## src/rtl/vga_timing_pkg.sv

```systemverilog
// Shared VGA 640x480@60 timing constants and helpers, used by the sync generator
// and by downstream game/overlay blocks that need the same screen geometry.
package vga_timing_pkg;

    localparam int CNT_W = 10;

    localparam int H_VISIBLE_DEF = 640;
    localparam int H_FRONT_DEF   = 16;
    localparam int H_SYNC_DEF    = 96;
    localparam int H_BACK_DEF    = 48;
    localparam int H_TOTAL       = H_VISIBLE_DEF + H_FRONT_DEF + H_SYNC_DEF + H_BACK_DEF;

    localparam int V_VISIBLE_DEF = 480;
    localparam int V_FRONT_DEF   = 10;
    localparam int V_SYNC_DEF    = 2;
    localparam int V_BACK_DEF    = 33;
    localparam int V_TOTAL       = V_VISIBLE_DEF + V_FRONT_DEF + V_SYNC_DEF + V_BACK_DEF;

    // Sync windows are half-open: [start, end).
    localparam int H_SYNC_START = H_VISIBLE_DEF + H_FRONT_DEF;
    localparam int H_SYNC_END   = H_SYNC_START + H_SYNC_DEF;
    localparam int V_SYNC_START = V_VISIBLE_DEF + V_FRONT_DEF;
    localparam int V_SYNC_END   = V_SYNC_START + V_SYNC_DEF;

    function automatic logic in_window(
        input logic [CNT_W-1:0] value,
        input logic [CNT_W-1:0] lo,
        input logic [CNT_W-1:0] hi
    );
        return (value >= lo) && (value < hi);
    endfunction

endpackage

```

## src/rtl/pix_tick_div.sv

```systemverilog
// Divide-by-4 pixel strobe: one-Clock tick every fourth Clock (100 MHz -> 25 MHz).
// Only present in builds that define VGA_PIXDIV_EN.
`ifdef VGA_PIXDIV_EN
module pix_tick_div (
    input  logic Clock,
    input  logic Reset,
    output logic tick
);

    logic [1:0] div_q;
    logic [1:0] div_d;

    // Free-running divider next state.
    always_comb begin
        div_d = div_q + 2'd1;
    end

    // Divider register; restarts from zero on reset.
    always_ff @(posedge Clock) begin
        if (Reset) begin
            div_q <= 2'd0;
        end else begin
            div_q <= div_d;
        end
    end

    assign tick = (div_q == 2'd3);

endmodule
`endif

```

## src/rtl/vga_sync_gen.sv

```systemverilog
// VGA sync generator: pixel/line counters with registered, zero-skew sync and blanking.
// Build option VGA_PIXDIV_EN: derive the pixel strobe from Clock/4 instead of every Clock.
module vga_sync_gen
    import vga_timing_pkg::*;
#(
    parameter int H_VISIBLE = H_VISIBLE_DEF,
    parameter int H_FRONT   = H_FRONT_DEF,
    parameter int H_SYNC    = H_SYNC_DEF,
    parameter int H_BACK    = H_BACK_DEF,
    parameter int V_VISIBLE = V_VISIBLE_DEF,
    parameter int V_FRONT   = V_FRONT_DEF,
    parameter int V_SYNC    = V_SYNC_DEF,
    parameter int V_BACK    = V_BACK_DEF
) (
    input  logic             Clock,
    input  logic             Reset,
    output logic [CNT_W-1:0] xpos,
    output logic [CNT_W-1:0] ypos,
    output logic             hsync,
    output logic             vsync,
    output logic             visible,
    output logic             pixel_tick,
    output logic             frame_done
);

    localparam logic [CNT_W-1:0] H_LAST_C   = CNT_W'(H_VISIBLE + H_FRONT + H_SYNC + H_BACK - 1);
    localparam logic [CNT_W-1:0] V_LAST_C   = CNT_W'(V_VISIBLE + V_FRONT + V_SYNC + V_BACK - 1);
    localparam logic [CNT_W-1:0] H_VIS_C    = CNT_W'(H_VISIBLE);
    localparam logic [CNT_W-1:0] V_VIS_C    = CNT_W'(V_VISIBLE);
    localparam logic [CNT_W-1:0] HS_START_C = CNT_W'(H_VISIBLE + H_FRONT);
    localparam logic [CNT_W-1:0] HS_END_C   = CNT_W'(H_VISIBLE + H_FRONT + H_SYNC);
    localparam logic [CNT_W-1:0] VS_START_C = CNT_W'(V_VISIBLE + V_FRONT);
    localparam logic [CNT_W-1:0] VS_END_C   = CNT_W'(V_VISIBLE + V_FRONT + V_SYNC);

    logic             tick_s;
    logic [CNT_W-1:0] x_q, x_d;
    logic [CNT_W-1:0] y_q, y_d;
    logic             hs_q, hs_d;
    logic             vs_q, vs_d;
    logic             vis_q, vis_d;
    logic             fd_q, fd_d;

`ifdef VGA_PIXDIV_EN
    pix_tick_div u_pix_tick_div (
        .Clock (Clock),
        .Reset (Reset),
        .tick  (tick_s)
    );
`else
    logic tick_q;

    // Clock is the pixel clock: strobe is low only while in reset.
    always_ff @(posedge Clock) begin
        if (Reset) begin
            tick_q <= 1'b0;
        end else begin
            tick_q <= 1'b1;
        end
    end

    assign tick_s = tick_q;
`endif

    // Counter next state; sync/blank are decoded from the next-state position so they
    // land in the same register stage as xpos/ypos.
    always_comb begin
        x_d  = x_q;
        y_d  = y_q;
        fd_d = 1'b0;
        if (tick_s) begin
            if (x_q == H_LAST_C) begin
                x_d = '0;
                if (y_q == V_LAST_C) begin
                    y_d  = '0;
                    fd_d = 1'b1;
                end else begin
                    y_d = y_q + 10'd1;
                end
            end else begin
                x_d = x_q + 10'd1;
            end
        end else begin
            x_d = x_q;
            y_d = y_q;
        end
        hs_d  = ~in_window(x_d, HS_START_C, HS_END_C);
        vs_d  = ~in_window(y_d, VS_START_C, VS_END_C);
        vis_d = (x_d < H_VIS_C) && (y_d < V_VIS_C);
    end

    // Position and timing registers; reset wins over any pending advance.
    always_ff @(posedge Clock) begin
        if (Reset) begin
            x_q   <= '0;
            y_q   <= '0;
            hs_q  <= 1'b1;
            vs_q  <= 1'b1;
            vis_q <= 1'b1;
            fd_q  <= 1'b0;
        end else begin
            x_q   <= x_d;
            y_q   <= y_d;
            hs_q  <= hs_d;
            vs_q  <= vs_d;
            vis_q <= vis_d;
            fd_q  <= fd_d;
        end
    end

    assign xpos       = x_q;
    assign ypos       = y_q;
    assign hsync      = hs_q;
    assign vsync      = vs_q;
    assign visible    = vis_q;
    assign pixel_tick = tick_s;
    assign frame_done = fd_q;

endmodule

```

## config.mk

```make
export PLATFORM = sky130hd
export DESIGN_NAME = vga_sync_gen
export DESIGN_NICKNAME = d
export VERILOG_FILES = /design/src/rtl/vga_timing_pkg.sv /design/src/rtl/pix_tick_div.sv /design/src/rtl/vga_sync_gen.sv
export SDC_FILE = /design/constraint.sdc
export NUM_CORES = 1
export LEC_CHECK = 0
export CAP_MARGIN = 20
export CORE_ASPECT_RATIO = 0.5
export CORE_MARGIN = 2
export CORE_UTILIZATION = 45
export DETAILED_ROUTE_END_ITERATION = 7
export PLACE_DENSITY = 0.86
export SYNTH_ARGS = -nofsm -noshare
export SYNTH_HDL_FRONTEND = slang
export SYNTH_SLANG_ARGS = --single-unit
```

## constraint.sdc

```tcl
create_clock -name Clock -period 2 [get_ports Clock]
set_input_delay 0.4 -clock Clock [delete_from_list [all_inputs] [get_ports Clock]]
set_output_delay 0.4 -clock Clock [all_outputs]
set_load 0.05 [all_outputs]
```

==> flow_metrics.py, run 1 <==
metrics = {
    "yosys": {
        "synthFlopType": "dfxtp_1",
        "ys_seq_elements": 25,
        "avgSynthCellArea_um2": 8.43,
        "synth_edf_count": 0,
        "synth_largest_area_cell": "dfxtp_1",
        "synth.distinct_cells": 41,
        "synth_top_area_share_pct": 38.1,
        "synth_area_leaders": "dfxtp_1 38%, xnor2_1 5.3%, nor2_1 5.1%",
        "synth_cells": 156,
        "syn_area_um2": 1320,
        "synth-warning-count": 0,
        "synth.most_common_cell": "dfxtp_1",
        "synthTopCellsByCount": "25 x dfxtp_1, 18 x nor2_1, 8 x inv_1, 8 x nand4_1, 8 x xnor2_1",
        "seq_area_frac_synth_pct": 38.1,
        "syn_nets": 161,
        "ys_async_sr_fraction_pct": 0,
    },
    "run_status": {
        "run_status": "complete, no violations",
    },
    "route": {
        "num_vias": 1289,
        "wl_per_cell_um": 14.5,
        "viasPerCell": 5.70,
        "dr.first_iter.drc_count": 63,
        "drc_errors": 0,
        "wl_mm": 3.29,
        "drtPass1Iterations": 4,
        "ant_nets": 0,
    },
    "finish": {
        "nFillCells": 221,
        "final-instance-count-excl-fill": 226,
        "fin_area_um2": 1760,
        "syn2layout_area_growth_pct": 34.1,
        "drive_above_1_share_pct": 21.7,
        "fin_nets": 195,
        "n_antenna_cell": 0,
    },
    "hold_path": {
        "hp-class": "register to register",
        "worstHoldStart": "xpos[1]",
    },
    "cts": {
        "clkLatencyLatePin_ps": 280,
        "numCtsBuffers": 3,
        "cts.sinks": 25,
        "cts_hold_buf": 0,
        "cts_root_buffer": "clkbuf_8",
        "cts_tree": "built",
        "cts.clk_slew.worst_paths_ps": 90,
        "clockBufferDepth": 2,
        "htreeDepth": 1,
    },
    "floorplan": {
        "fp.coreArea_um2": 2680,
        "num_rows": 13,
        "die_area_um2": 3400,
        "pin_count": 27,
        "die_width_um": 80.5,
        "die_h_um": 42.2,
        "start_util_pct": 49.0,
    },
    "sta": {
        "finalCritPeriodShare_pct": 98.3,
        "slew-limit-headroom_pct": 66.4,
        "maxSlewViolCount": 0,
        "timing.final.ws_setup_ps": 33.9,
        "worst_slew_pin_slew_ps": 503,
        "finalClockSkew_ps": 11.1,
        "setup_violations": 0,
        "fin_tns_setup_ps": 0,
        "hold_viol_final": 0,
        "period_minus_slack_ps": 1970,
        "fmax_mhz": 509,
    },
    "setup_path": {
        "crit_start": "xpos[0]",
        "arrival_ps": 2120,
        "critical_path.max_fanout": 8,
        "r2r-start": "xpos[0]",
        "cp.required_ps": 2160,
        "crit_type": "register to register",
        "setup.worst_path.start_class": "register",
        "worstSetupEndpointType": "register",
    },
    "placement": {
        "place_area_um2": 1650,
        "gp_congestion": 0.926,
        "place_ws_ps": 13.5,
        "dp_hpwl_mm": 2.26,
        "dp.cells": 217,
        "numPortBuffers": 26,
    },
    "power": {
        "leakagePower_nw": 0.708,
        "total_power_mw": 0.851,
        "power_density_nw_per_um2": 483,
        "vdd_drop_max_v": 0.000368,
    },
    "global_routing": {
        "grt_pass1_wl_mm": 5.00,
        "grt_max_degree": 15,
        "overflow": 0,
        "grt_usage_pct": 19.2,
        "antenna_found_initial": 0,
        "grt_pass1_vias": 1111,
    },
    "flow_run": {
        "maxCapViolCount": 0,
    },
}
-- sequential cells by signal, summed over array words and instances, names as in the netlist --
register and flops:
pixel_tick 1, vsync 1, xpos 10, hsync 1
frame_done 1, visible 1, ypos 10
-- path summary, 6_finish.rpt --
check,end,slack [ps],depth (start not counted)
hold reg to reg,xpos[1],530,2
setup / recovery,visible,30,7
hold / removal,xpos[1],530,2
setup reg to reg,visible,30,7
-- cell usage in the layout, fill, tap and decap left out, types with 2 or more instances in the layout --
cell type        synthesis  layout
o31ai_1                  2       2
nand4_1                  8       8
clkbuf_2                 0       2
nor2_1                  18      18
xnor2_1                  8       8
a211o_1                  3       3
nor3b_1                  2       2
buf_4                    1      14
a41oi_1                  2       2
nand2b_1                 2       2
ha_1                     3       3
and3_1                   5       5
or2_2                    2       2
or4_1                    3       2
and2_1                   4       4
nand2_1                  7       7
clkbuf_8                 0       3
nor3_1                   6       6
dfxtp_1                 25      15
inv_1                    8       8
mux2i_1                  2       2
clkdlybuf4s50_1          0      20
o21ai_0                  3       3
a31oi_1                  2       2
dfxtp_4                  0       9
a21oi_1                  6       5
xor2_1                   5       5
nand3_1                  5       4
and4_1                   3       2
-- metrics by stage --
step                utilization [%]  hold WS (ps)
floorplan                         -           478
global placement               61.4           486
detailed placement             61.4           508
CTS                            63.2           521
global route                   65.7           569
finish                         65.7           526
-- timing repair --
action	CTS	global route
setup buffers	0	5
endpoints found under the setup margin	1	4
cloned	0	0
resized for setup	1	9
pin swaps	0	2
-- worst max-delay path, cell delays in order (launching register included) --
cell and delay, ps:
dfxtp_4 370, ha_1 230, and2_1 180, and4_2 290, a211o_1 290, buf_4 140, a21oi_1 240, a211oi_1 100
-- where the power goes --
| group | internal [mW] | leakage, nW | total (mW) | switching (mW) |
|---|---|---|---|---|
| logic | 0.0161 | 0.473 | 0.0454 | 0.0293 |
| clock network | 0.140 | 0.0255 | 0.307 | 0.167 |
| registers | 0.492 | 0.209 | 0.499 | 0.00714 |
| total | 0.648 | 0.708 | 0.851 | 0.203 |
-- kinds of logic (layout without fill, tap and decap cells) --
family | Yosys count | count (layout) | share of synthesized area, %
AND/OR/NAND/NOR | 71 | 71 | 29.9
AO/OA/AOI/OAI | 26 | 26 | 14.0
flip-flops | 25 | 25 | 38.1
buffers and inverters | 16 | 49 | 5.04
XOR/XNOR | 13 | 13 | 8.66
adder cells (fa/ha/maj) | 3 | 3 | 2.85
multiplexers | 2 | 2 | 1.52
-- final cells by class --
type                       count  area, um2  area share, %
clock inverter                 1       5.00          0.284
sequential                    25        536           30.4
inverter                       8       30.0           1.70
multi-input combinational    115        777           44.1
clock buffer                   3       41.3           2.34
tap                           37       46.3           2.63
timing repair buffer          37        328           18.6
-- routing by layer --
metal  part of all wire [%]  vias to the layer above  global-route usage (%)
met5                      0                        -                       0
met4                    1.6                        0                    7.46
met3                    4.3                        7                    4.53
met2                     47                       38                    29.0
met1                     47                      618                    26.4
li1                       -                      626                       -
(Power assumes the default switching activity.)
==> run 2: changes to the inputs <==
SETUP_SLACK_MARGIN = 0.15   (was not set)
==> run 2 against run 1 <==
  * Wire length is 16% higher
  * Clock power rose by 6%
  * First-iteration DRC count up 7.9%
  * Sequential share of layout area down 0.88 points
  * Critical endpoint is now hsync
  * Worst setup slack better by 43 ps
  * Via count grew 4.3%
  * Clock skew shrank 4.2 ps
  * Flip-flop and latch count unchanged
  * Critical path depth fell by 3
  * Non-clock buffer count rose by 4
  * Clock-buffer cell count unchanged
==> flow_metrics.py, run 2 (synthesized netlist as in run 1, its figures left out) <==
metrics = {
    "global_routing": {
        "grt_pass1_vias": 1186,
        "overflow": 0,
        "grt_max_degree": 15,
        "antenna_found_initial": 0,
        "grt_usage_pct": 21.5,
        "grt_pass1_wl_mm": 5.59,
    },
    "setup_path": {
        "arrival_ps": 2090,
        "cp.required_ps": 2160,
        "setup.worst_path.start_class": "register",
        "critical_path.max_fanout": 5,
        "r2r_slack_ps": 80,
        "crit_type": "register to register",
        "worstSetupEndpointType": "register",
    },
    "finish": {
        "fin_area_um2": 1830,
        "syn2layout_area_growth_pct": 39.0,
        "drive_above_1_share_pct": 27.5,
        "fin_nets": 199,
        "layout_commonest_cell": "buf_4",
        "mostFrequentLayoutCells": "20 x buf_4, 18 x nor2_1, 14 x dfxtp_1, 14 x dlygate4sd2_1, 10 x dfxtp_4",
        "n_antenna_cell": 0,
        "nFillCells": 214,
        "final-instance-count-excl-fill": 230,
    },
    "placement": {
        "dp.cells": 217,
        "dp_hpwl_mm": 2.26,
        "gp_congestion": 0.926,
        "numPortBuffers": 26,
        "place_area_um2": 1650,
    },
    "hold_path": {
        "hp-class": "register to register",
    },
    "sta": {
        "rsz0062_at_grt": "true",
        "fin_hold_ws_ps": 569,
        "finalClockSkew_ps": 6.97,
        "maxSlewViolCount": 0,
        "fmax_mhz": 520,
        "period_minus_slack_ps": 1920,
        "setup_violations": 0,
        "slew-limit-headroom_pct": 65.0,
        "finalCritPeriodShare_pct": 96.2,
        "hold_viol_final": 0,
        "worst_slew_pin_slew_ps": 524,
    },
    "route": {
        "met3_length_um": 206,
        "dr.first_iter.drc_count": 68,
        "wl_mm": 3.81,
        "dr_wl_met2_mm": 1.78,
        "drtPass1Iterations": 4,
        "viasPerCell": 5.85,
        "highest_layer": "met4",
        "wl_per_cell_um": 16.6,
        "num_vias": 1345,
        "drc_errors": 0,
        "ant_nets": 0,
        "wl_met1_mm": 1.77,
    },
    "cts": {
        "clkLatencyLatePin_ps": 290,
        "cts.sinks": 25,
        "cts.clk_slew.worst_paths_ps": 100,
        "numCtsBuffers": 3,
        "clockBufferDepth": 2,
        "cts_root_buffer": "clkbuf_8",
        "htreeDepth": 1,
        "cts_hold_buf": 0,
        "cts_tree": "built",
    },
    "floorplan": {
        "die_area_um2": 3400,
        "pin_count": 27,
        "fp.coreArea_um2": 2680,
        "start_util_pct": 49.0,
        "num_rows": 13,
        "die_h_um": 42.2,
        "die_width_um": 80.5,
    },
    "power": {
        "vdd_drop_max_v": 0.000373,
        "leakagePower_nw": 0.853,
        "total_power_mw": 0.869,
        "power_density_nw_per_um2": 475,
    },
    "flow_run": {
        "maxCapViolCount": 0,
    },
    "run_status": {
        "run_status": "complete, no violations",
    },
}
-- run 2: repair_timing --
item | 4_1_cts | 5_1_grt
setup buffers | 6 | 3
endpoints found under the hold margin | 0 | 0
setup endpoints to repair | 19 | 13
pin swaps | 2 | 1
resized for setup | 21 | 16
gates cloned | 0 | 0
-- run 2: metal layers --
| metal | vias up | GRT usage, % |
|---|---|---|
| met5 | - | 0 |
| met4 | 0 | 8.47 |
| met3 | 5 | 5.39 |
| met2 | 54 | 33.7 |
| met1 | 652 | 28.4 |
| li1 | 634 | - |
-- run 2: worst paths after layout --
path,startpoint,to,cells past startpoint
worst max-delay path,xpos[1],hsync,4
worst min-delay path,ypos[0],ypos[0],2
worst max register to register,xpos[1],hsync,4
worst min register to register,ypos[0],ypos[0],2
-- run 2: power breakdown --
group	internal [mW]	switching, mW	total (mW)
clock	0.140	0.184	0.324
sequential	0.491	0.00726	0.498
combinational	0.0147	0.0315	0.0462
-- run 2: final cells by class --
type / instances / area (um2) / area share (%)
Multi-Input combinational cell: 115 / 816 / 44.6
Clock inverter: 1 / 5.00 / 0.274
Sequential cell: 25 / 539 / 29.5
Clock buffer: 3 / 41.3 / 2.26
Tap cell: 37 / 46.3 / 2.53
Timing Repair Buffer: 41 / 350 / 19.2
Inverter: 8 / 30.0 / 1.64
-- run 2: worst max-delay path: stages (launching register included) --
cell and delay [ps]:
dfxtp_4 390, nand3_2 120, or4_4 500, a211o_1 320, or4_1 470
-- run 2: stage by stage --
stage               TNS (ps)  setup WS (ps)  util (%)
floorplan              -23.3          -18.3         -
global placement           0            125      61.4
detailed placement         0           13.5      61.4
CTS                        0           73.0      65.0
global route               0           29.0      68.1
finish                     0           76.6      68.1
==> run 3: changes to the inputs <==
CORE_MARGIN = not set   (was 2)
==> run 3 against run 2 <==
  * Critical endpoint unchanged
  * Critical path depth increased by 3
  * Die area shrank 7.1%
  * Clock-buffer cell count increased by 1
  * Largest cell class unchanged
  * Via count is 8.8% higher
  * Register-to-register slack got worse by 50 ps
  * Sequential share of layout area is 2.0 points lower
  * Critical path type unchanged
  * Combinational power increased by 22%
  * Worst setup slack worse by 53 ps
  * Cell area grew 6.9%
==> flow_metrics.py, run 3 (synthesized netlist as in run 1, its figures left out) <==
metrics = {
    "sta": {
        "finalClockSkew_ps": 5.02,
        "period_minus_slack_ps": 1980,
        "slew-limit-headroom_pct": 66.1,
        "worst_slew_pin_slew_ps": 507,
        "fmax_mhz": 506,
        "setup_violations": 0,
        "maxSlewViolCount": 0,
        "hold_viol_final": 0,
        "finalCritPeriodShare_pct": 98.8,
        "rsz0062_at_grt": "true",
    },
    "placement": {
        "numPortBuffers": 26,
        "dp.cells": 218,
        "place_area_um2": 1660,
        "dp_hpwl_mm": 2.21,
        "gp_congestion": 0.899,
    },
    "route": {
        "wl_mm": 4.07,
        "drc_errors": 0,
        "drtPass1Iterations": 5,
        "num_vias": 1463,
        "ant_nets": 0,
        "dr.first_iter.drc_count": 171,
        "wl_per_cell_um": 16.8,
        "viasPerCell": 6.02,
    },
    "finish": {
        "final-instance-count-excl-fill": 243,
        "utilization_pct": 72.8,
        "nFillCells": 172,
        "mostFrequentLayoutCells": "30 x buf_4, 18 x nor2_1, 15 x dfxtp_1, 15 x dlygate4sd2_1, 10 x dfxtp_4",
        "n_antenna_cell": 0,
        "syn2layout_area_growth_pct": 48.6,
        "fin_area_um2": 1950,
        "layout_commonest_cell": "buf_4",
        "fin_nets": 212,
        "drive_above_1_share_pct": 30.1,
    },
    "floorplan": {
        "pin_count": 27,
        "num_rows": 13,
        "fp.coreArea_um2": 2680,
        "die_h_um": 40.2,
        "start_util_pct": 49.0,
        "die_width_um": 78.5,
        "die_area_um2": 3160,
    },
    "power": {
        "p_sw_share_pct": 24.1,
        "switchingPower_mw": 0.208,
        "combinationalPowerShare_pct": 6.5,
        "internal_power_mw": 0.655,
        "seq_power_share_pct": 57.9,
        "pwr-share-clk_pct": 35.5,
        "vdd_drop_max_v": 0.000300,
        "leakagePower_nw": 0.868,
        "power_density_nw_per_um2": 441,
    },
    "global_routing": {
        "grt_max_degree": 15,
        "grt_usage_pct": 24.3,
        "overflow": 0,
        "antenna_found_initial": 0,
        "grt_pass1_wl_mm": 5.66,
        "grt_pass1_vias": 1184,
    },
    "cts": {
        "cts.clk_slew.worst_paths_ps": 90,
        "cts_tree": "built",
        "cts_root_buffer": "clkbuf_8",
        "clockBufferDepth": 2,
        "numCtsBuffers": 3,
        "clkLatencyLatePin_ps": 270,
        "htreeDepth": 1,
        "cts_hold_buf": 0,
        "cts.sinks": 25,
    },
    "setup_path": {
        "critical_path_buf_inv_count": 1,
        "setup.worst_path.start_class": "register",
        "crit_path_max_incr_delay_ps": 410,
        "crit_chain": "ha_4 -> and2_1 -> buf_4 -> a31oi_1 -> nand2b_1 -> o21ai_0 -> or4_1",
        "crit_type": "register to register",
        "cpLargestDelayFamily": "simple AND/OR/NAND/NOR gates",
        "r2r_slack_ps": 20,
        "worstSetupEndpointType": "register",
        "critical_path.max_fanout": 5,
        "cp_slowest_cell": "or4_1",
        "arrival_ps": 2130,
        "cp.required_ps": 2150,
    },
    "run_status": {
        "run_status": "complete, no violations",
    },
    "flow_run": {
        "maxCapViolCount": 0,
    },
    "hold_path": {
        "hp-class": "register to register",
    },
}
## run 3: cell types whose count changed in the layout (fill, tap and decap cells not counted), moves of 2 or more
| cell | delta |
|---|---|
| dlymetal6s2s_1 | -2 |
| o31ai_1 | -2 |
| buf_4 | +10 |
| buf_6 | +3 |
## run 3: per-stage QoR
| stage | hold slack [ps] | TNS, ps | setup WS, ps | power [mW] |
|---|---|---|---|---|
| after detailed placement | 513 | 0 | 95.7 | 0.558 |
| after floorplan | 478 | -23.3 | -18.3 | 0.541 |
| after global placement | 485 | 0 | 143 | 0.557 |
| final | 556 | 0 | 23.9 | 0.862 |
| after global routing | 597 | 0 | 21.2 | 0.886 |
| after CTS | 531 | 0 | 138 | 0.854 |
## run 3: path summary, 6_finish.rpt
check	start	endpoint	cells past startpoint
max reg2reg	xpos[0]	hsync	7
max	xpos[0]	hsync	7
min	ypos[9]	ypos[9]	2
min reg2reg	ypos[9]	ypos[9]	2
## run 3: cell type report
type                            count  area [um2]  area share [%]
Tap cell                           37        46.3            2.37
Inverter                            8        30.0            1.54
Timing Repair Buffer               54         453            23.2
Multi-Input combinational cell    115         842            43.1
Clock buffer                        4        45.0            2.30
Sequential cell                    25         538            27.5
## run 3: worst reg2reg max path, stage by stage (launching register included)
cell	delay [ps]
dfxtp_4	380
ha_4	170
and2_1	170
buf_4	150
a31oi_1	210
nand2b_1	240
o21ai_0	120
or4_1	410
## run 3: repair_timing
item,in CTS,in global routing
pin swaps,3,4
setup buffers,12,9
resized for setup,27,13
endpoints found under the setup margin,19,5
## run 3: per-layer routing
metal  track usage [%]  vias to the layer above  part of all wire (%)
met5                 0                        -                     0
met4              11.6                        0                   3.1
met3              5.23                       22                   9.2
met2              40.8                       99                    45
met1              31.1                      680                    43
li1                  -                      662                     -
## run 3: power by group through the flow
stage          sequential (mW)  combinational, mW  clock [mW]
3_3_place_gp             0.512             0.0443           0
3_5_place_dp             0.513             0.0445           0
6_report                 0.499             0.0564       0.306
2_1_floorplan            0.525             0.0155           0
5_1_grt                  0.500             0.0592       0.327
4_1_cts                  0.498             0.0451       0.311
